File: config.mk
export PLATFORM = sky130hd
export DESIGN_NAME = vv_loader_flat
export DESIGN_NICKNAME = d
export VERILOG_FILES = /design/src/rtl/vv_loader_if.sv /design/src/rtl/vv_loader.sv /design/src/flat_wrapper.sv
export SDC_FILE = /design/constraint.sdc
export NUM_CORES = 1
export LEC_CHECK = 0
export ABC_CLOCK_PERIOD_IN_PS = 2320
export CAP_MARGIN = 15
export CORE_UTILIZATION = 35
export DETAILED_ROUTE_END_ITERATION = 12
export GPL_TIMING_DRIVEN = 0
export HOLD_SLACK_MARGIN = 0.15
export PLACE_DENSITY = 0.71
export SLEW_MARGIN = 20
export SYNTH_ARGS = -nofsm -noshare
export SYNTH_HDL_FRONTEND = slang
export SYNTH_SLANG_ARGS = --single-unit
File: constraint.sdc
create_clock -name clk -period 2.32 [get_ports clk]
set_clock_uncertainty 0.2 [all_clocks]
set_input_delay 0.464 -clock clk [delete_from_list [all_inputs] [get_ports clk]]
set_output_delay 0.464 -clock clk [all_outputs]
set_load 0.005 [all_outputs]
File: src/rtl/vv_loader_if.sv
// Bundle of element-load, memory-write, result-read and result-output signals
// between vv_loader (slave side) and its environment (master side).
interface vv_loader_if #(
    parameter int DW = 8,
    parameter int AW = 5,
    parameter int RW = 18
);
    logic          in_valid;
    logic          in_ready;
    logic [DW-1:0] in_a;
    logic [DW-1:0] in_b;
    logic [AW-1:0] vec_a_wr_addr;
    logic [AW-1:0] vec_b_wr_addr;
    logic [DW-1:0] vec_a_wr_data;
    logic [DW-1:0] vec_b_wr_data;
    logic          vec_a_we;
    logic          vec_b_we;
    logic          vv_start;
    logic [AW-1:0] ram_rd_addr;
    logic [RW-1:0] ram_rd_data;
    logic          res_valid;
    logic          res_ready;
    logic [RW-1:0] res_data;
    logic          busy;

    modport master (
        output in_valid, in_a, in_b, ram_rd_data, res_ready,
        input  in_ready, vec_a_wr_addr, vec_b_wr_addr, vec_a_wr_data, vec_b_wr_data,
               vec_a_we, vec_b_we, vv_start, ram_rd_addr, res_valid, res_data, busy
    );

    modport slave (
        input  in_valid, in_a, in_b, ram_rd_data, res_ready,
        output in_ready, vec_a_wr_addr, vec_b_wr_addr, vec_a_wr_data, vec_b_wr_data,
               vec_a_we, vec_b_we, vv_start, ram_rd_addr, res_valid, res_data, busy
    );
endinterface

File: src/rtl/vv_loader.sv
// Loads N element pairs into the two vector memories, kicks the dot-product
// stage, waits a fixed latency, then reads and presents the result.
module vv_loader #(
    parameter int N           = 4,
    parameter int DW          = 8,
    parameter int BRAM_DEPTH  = 32,
    parameter int WAIT_CYCLES = 12
) (
    input logic       clk,
    input logic       rst,
    vv_loader_if.slave bus
);
    localparam int AW = $clog2(BRAM_DEPTH);
    localparam int RW = 2 * DW + $clog2(N);
    localparam int KW = (N > 1) ? $clog2(N) : 1;
    localparam int CW = $clog2(WAIT_CYCLES + 1);

    typedef enum logic [2:0] {
        S_LOAD,
        S_START,
        S_WAIT,
        S_READ,
        S_CAP,
        S_OUT
    } state_t;

    state_t        state_reg, state_next;
    logic [KW-1:0] k_reg, k_next;
    logic [CW-1:0] cnt_reg, cnt_next;
    logic [DW-1:0] a_reg, b_reg;
    logic [AW-1:0] wr_addr_reg;
    logic          we_reg;
    logic          vv_start_reg;
    logic [RW-1:0] res_data_reg;
    logic          in_ready;
    logic          hs;

    // Gated by rst so the producer never sees ready while reset is held.
    assign in_ready = rst && (state_reg == S_LOAD);
    assign hs       = in_ready && bus.in_valid;

    always_ff @(posedge clk) begin
        if (!rst) begin
            state_reg <= S_LOAD;
            k_reg     <= '0;
            cnt_reg   <= '0;
        end else begin
            state_reg <= state_next;
            k_reg     <= k_next;
            cnt_reg   <= cnt_next;
        end
    end

    always_comb begin
        state_next = state_reg;
        k_next     = k_reg;
        cnt_next   = cnt_reg;
        case (state_reg)
            S_LOAD: begin
                if (hs) begin
                    if (k_reg == KW'(N - 1)) begin
                        k_next     = '0;
                        state_next = S_START;
                    end else begin
                        k_next = k_reg + KW'(1);
                    end
                end
            end
            S_START: begin
                cnt_next   = CW'(WAIT_CYCLES - 1);
                state_next = S_WAIT;
            end
            S_WAIT: begin
                if (cnt_reg == '0) begin
                    state_next = S_READ;
                end else begin
                    cnt_next = cnt_reg - CW'(1);
                end
            end
            S_READ:  state_next = S_CAP;
            S_CAP:   state_next = S_OUT;
            S_OUT: begin
                if (bus.res_ready) begin
                    state_next = S_LOAD;
                end
            end
            default: state_next = S_LOAD;
        endcase
    end

    // Write port lags the handshake by one cycle; vv_start lands one cycle
    // after the START state so it follows the final write pulse.
    always_ff @(posedge clk) begin
        if (!rst) begin
            a_reg        <= '0;
            b_reg        <= '0;
            wr_addr_reg  <= '0;
            we_reg       <= 1'b0;
            vv_start_reg <= 1'b0;
            res_data_reg <= '0;
        end else begin
            we_reg       <= hs;
            vv_start_reg <= (state_reg == S_START);
            if (hs) begin
                a_reg       <= bus.in_a;
                b_reg       <= bus.in_b;
                wr_addr_reg <= AW'(k_reg);
            end
            if (state_reg == S_CAP) begin
                res_data_reg <= bus.ram_rd_data;
            end
        end
    end

    assign bus.in_ready      = in_ready;
    assign bus.vec_a_wr_addr = wr_addr_reg;
    assign bus.vec_b_wr_addr = wr_addr_reg;
    assign bus.vec_a_wr_data = a_reg;
    assign bus.vec_b_wr_data = b_reg;
    assign bus.vec_a_we      = we_reg;
    assign bus.vec_b_we      = we_reg;
    assign bus.vv_start      = vv_start_reg;
    // The result lives at word 0, so the read address is 0 in READ and elsewhere.
    assign bus.ram_rd_addr   = '0;
    assign bus.res_valid     = (state_reg == S_OUT);
    assign bus.res_data      = res_data_reg;
    assign bus.busy          = (state_reg != S_LOAD);
endmodule

File: src/flat_wrapper.sv
// flat-port wrapper written by rule: the top's interface ports become plain ports
module vv_loader_flat 
#(
    parameter int N           = 4,
    parameter int DW          = 8,
    parameter int BRAM_DEPTH  = 32,
    parameter int WAIT_CYCLES = 12
)
  (clk, rst, bus_in_valid, bus_in_a, bus_in_b, bus_ram_rd_data, bus_res_ready, bus_in_ready, bus_vec_a_wr_addr, bus_vec_b_wr_addr, bus_vec_a_wr_data, bus_vec_b_wr_data, bus_vec_a_we, bus_vec_b_we, bus_vv_start, bus_ram_rd_addr, bus_res_valid, bus_res_data, bus_busy);
  vv_loader_if #(.DW(DW), .AW((5)), .RW((18))) bus_i ();
  input logic clk;
  input logic rst;
  input wire logic [$bits(bus_i.in_valid)-1:0] bus_in_valid;
  input wire logic [$bits(bus_i.in_a)-1:0] bus_in_a;
  input wire logic [$bits(bus_i.in_b)-1:0] bus_in_b;
  input wire logic [$bits(bus_i.ram_rd_data)-1:0] bus_ram_rd_data;
  input wire logic [$bits(bus_i.res_ready)-1:0] bus_res_ready;
  output wire logic [$bits(bus_i.in_ready)-1:0] bus_in_ready;
  output wire logic [$bits(bus_i.vec_a_wr_addr)-1:0] bus_vec_a_wr_addr;
  output wire logic [$bits(bus_i.vec_b_wr_addr)-1:0] bus_vec_b_wr_addr;
  output wire logic [$bits(bus_i.vec_a_wr_data)-1:0] bus_vec_a_wr_data;
  output wire logic [$bits(bus_i.vec_b_wr_data)-1:0] bus_vec_b_wr_data;
  output wire logic [$bits(bus_i.vec_a_we)-1:0] bus_vec_a_we;
  output wire logic [$bits(bus_i.vec_b_we)-1:0] bus_vec_b_we;
  output wire logic [$bits(bus_i.vv_start)-1:0] bus_vv_start;
  output wire logic [$bits(bus_i.ram_rd_addr)-1:0] bus_ram_rd_addr;
  output wire logic [$bits(bus_i.res_valid)-1:0] bus_res_valid;
  output wire logic [$bits(bus_i.res_data)-1:0] bus_res_data;
  output wire logic [$bits(bus_i.busy)-1:0] bus_busy;
  assign bus_i.in_valid = bus_in_valid;
  assign bus_i.in_a = bus_in_a;
  assign bus_i.in_b = bus_in_b;
  assign bus_i.ram_rd_data = bus_ram_rd_data;
  assign bus_i.res_ready = bus_res_ready;
  assign bus_in_ready = bus_i.in_ready;
  assign bus_vec_a_wr_addr = bus_i.vec_a_wr_addr;
  assign bus_vec_b_wr_addr = bus_i.vec_b_wr_addr;
  assign bus_vec_a_wr_data = bus_i.vec_a_wr_data;
  assign bus_vec_b_wr_data = bus_i.vec_b_wr_data;
  assign bus_vec_a_we = bus_i.vec_a_we;
  assign bus_vec_b_we = bus_i.vec_b_we;
  assign bus_vv_start = bus_i.vv_start;
  assign bus_ram_rd_addr = bus_i.ram_rd_addr;
  assign bus_res_valid = bus_i.res_valid;
  assign bus_res_data = bus_i.res_data;
  assign bus_busy = bus_i.busy;
  vv_loader #(.N(N), .DW(DW), .BRAM_DEPTH(BRAM_DEPTH), .WAIT_CYCLES(WAIT_CYCLES)) u_core (.clk(clk), .rst(rst), .bus(bus_i));
endmodule
==> impl_metrics.py <==
metrics = {
    "sta": {
        "tns_ps": 0,
        "post-route-min-period_ps": 2230,
        "timing.final.ws_setup_ps": 85.1,
        "finalHoldViolCount": 0,
        "relSlewSlack": 0.615,
        "fmax_mhz": 447,
        "drv_slew": 0,
        "rsz0062_at_grt": "no",
        "holdWs_ps": 256,
        "fin_crit_sh": 0.963,
        "worstMarginPinSlew_ps": 575,
        "final-setup-viol-count": 0,
    },
    "placement": {
        "placed_cell_area_mm2": 0.00286,
        "pre_cts_slack_ps": -445,
        "dp_cells": 396,
        "io_buffers": 80,
        "hpwl_um": 3420,
        "gp_congestion": 0.713,
    },
    "floorplanning": {
        "dieArea_mm2": 0.00582,
        "core_mm2": 0.00520,
        "io_pins": 93,
        "rows": 26,
        "initial_core_util": 0.371,
        "die_h_um": 76.3,
        "chipWidth_um": 76.3,
    },
    "clock_network": {
        "cts.sinks": 47,
        "cts_made_buffers": 5,
        "clk_pin_slew_ps": 80,
        "htreeDepth": 2,
        "cts_root_buf": "clkbuf_8",
        "worstSkewPairLatency_ps": 290,
        "cts_tree": "built",
        "ctsHoldBuffers": 0,
        "clk_path_buf_depth": 2,
    },
    "detailed_routing": {
        "drt-total-wl_um": 4750,
        "dr_total_vias": 1880,
        "antenna_left": 0,
        "route.detailed.drc": 0,
        "avgRoutedWirePerCell_um": 11.8,
        "viasPerCell": 4.67,
        "drt_iter0_markers": 75,
        "first_pass_iters": 4,
    },
    "critical_path": {
        "cp_top_family": "buffers and inverters",
        "reg2reg_depth": 5,
        "cp-start-kind": "register",
        "critPathLaunch": "u_core.state_reg[2]$_SDFFE_PN0P_",
        "path_class": "reg -> out",
        "worstPathArrival_ps": 1570,
        "cp.depth": 3,
        "r2r_start": "u_core.state_reg[1]$_SDFFE_PN0P_",
        "cp_slowest_cell": "clkdlybuf4s50_1",
        "crit_path_cell_trace": "clkbuf_4, and3b_1, clkdlybuf4s50_1",
        "slowest_delay_ps": 500,
        "crit_required_ps": 1660,
        "reg2reg_to": "u_core.bus.res_data[14]$_SDFFE_PN0P_",
        "r2r_slack_ps": 450,
        "crit_fanout": 10,
        "end_kind": "output port",
        "path_buf_inv": 2,
    },
    "worst_hold_path": {
        "hold_depth": 2,
        "hp-class": "reg -> reg",
        "worstHoldStart": "u_core.bus.res_data[5]$_SDFFE_PN0P_",
        "holdPathEnd": "u_core.bus.res_data[5]$_SDFFE_PN0P_",
    },
    "global_routing": {
        "grt_max_degree": 14,
        "grt_pass1_vias": 1720,
        "track_usage": 0.169,
        "antenna_found_initial": 0,
        "overflow": 0,
        "grt_pass1_wl_um": 8080,
    },
    "finish": {
        "fillerInstances": 524,
        "fin_area_mm2": 0.00300,
        "largest_reg_flops": 18,
        "finalNetCount": 374,
        "utilization": 0.576,
        "synthToLayoutAreaGrowth_pct": 55.3,
        "drive_gt1_frac": 0.102,
        "diodes": 0,
        "instances_no_fill": 403,
    },
    "logic_synthesis": {
        "ys_ff_latch": 47,
        "synth_top_flop_cell": "dfxtp_1",
        "synth_area_mm2": 0.00193,
        "yosysUniqueCellTypes": 30,
        "ys_async_sr_fraction": 0,
        "syn_inst": 236,
        "ys_warn_count": 0,
        "postSynthAreaPerCell_um2": 8.18,
        "synth_edf_count": 0,
        "yosysSeqAreaShare": 0.487,
    },
    "power_and_ir_drop": {
        "powerDensity_mw_per_mm2": 572,
        "power_mw": 1.71,
        "ir_drop_mv": 0.547,
        "p_leak_nw": 1.15,
    },
    "status": {
        "status": "completed",
    },
    "run": {
        "cap_violations": 0,
    },
}
## kinds of logic after synthesis
logic type	count (synthesis)	share of synthesized area
compound gates	48	0.135
xor+xnor	1	0.00454
fa+ha+maj	3	0.0194
buf+inv	34	0.0940
flops	47	0.487
mux	1	0.00518
other cells	1	0.00194
simple gates	101	0.253
## worst min-delay path: cells and delay by family, from the launching register on
kind / cells / cell delay, ps
flip-flops: 1 / 310
AND/OR/NAND/NOR: 1 / 50
AO/OA/AOI/OAI: 1 / 50
## worst max path at each step
stage / to / slack [ps]
after floorplan: bus_in_ready / 400
after global placement: bus_in_ready / -460
after detailed placement: bus_in_ready / -450
after CTS: bus_busy / 7
after global routing: bus_res_valid / 7
final: bus_res_valid / 90
## where the power goes
part           total [mW]  leakage (nW)  switching, mW  internal (mW)
Sequential          0.870         0.385         0.0254          0.845
Combinational       0.272         0.715          0.102          0.170
Clock               0.572        0.0513          0.256          0.316
## placed cells by master, fill, tap and decap left out, drive strengths merged, types with 2 or more instances in the layout
cell type      instances
nor2                   4
or3                    3
clkdlybuf4s50         78
nand3                 23
or3b                   4
o21ai                 21
clkbuf                20
ha                     3
buf                   17
nand2                 56
dfxtp                 47
conb                  11
and3b                  2
inv                    3
a21oi                 20
nor3b                  4
a211oi                 3
## layout make-up
class                   count  area [um2]  area share
flip-flops and latches     47         947       0.316
multi-input cells         165         855       0.285
repair buffers             81         810       0.270
plain buffers              30         185      0.0618
well taps                  70        87.6      0.0292
clock buffers               6        72.6      0.0242
clock inverters             1        30.0      0.0100
inverters                   3        11.3     0.00376
## Yosys cell counts (all sizes together) (2+ instances only)
| master | instances | area share |
|---|---|---|
| a21oi | 20 | 0.052 |
| a211oi | 3 | 0.012 |
| ha | 3 | 0.019 |
| or3 | 3 | 0.0097 |
| nand2 | 56 | 0.11 |
| dfxtp | 47 | 0.49 |
| buf | 15 | 0.057 |
| nand3 | 23 | 0.060 |
| inv | 3 | 0.0058 |
| nor3b | 4 | 0.018 |
| o21ai | 21 | 0.054 |
| or3b | 4 | 0.018 |
| and3b | 2 | 0.0091 |
| nor2 | 4 | 0.0078 |
| clkbuf | 16 | 0.031 |
## repair_timing
action | CTS | global route
setup endpoints to repair | 3 | 2
pin swaps | 1 | 0
resized for setup | 15 | 2
buffers inserted | 1 | 0
## metal layers
metal	vias to the layer above	routed length, um	track usage
met3	2	341	0.0491
met5	-	0	0
li1	963	-	-
met1	846	2130	0.211
met2	69	2250	0.290
met4	0	26	0.0346
(Power assumes the default switching activity.)
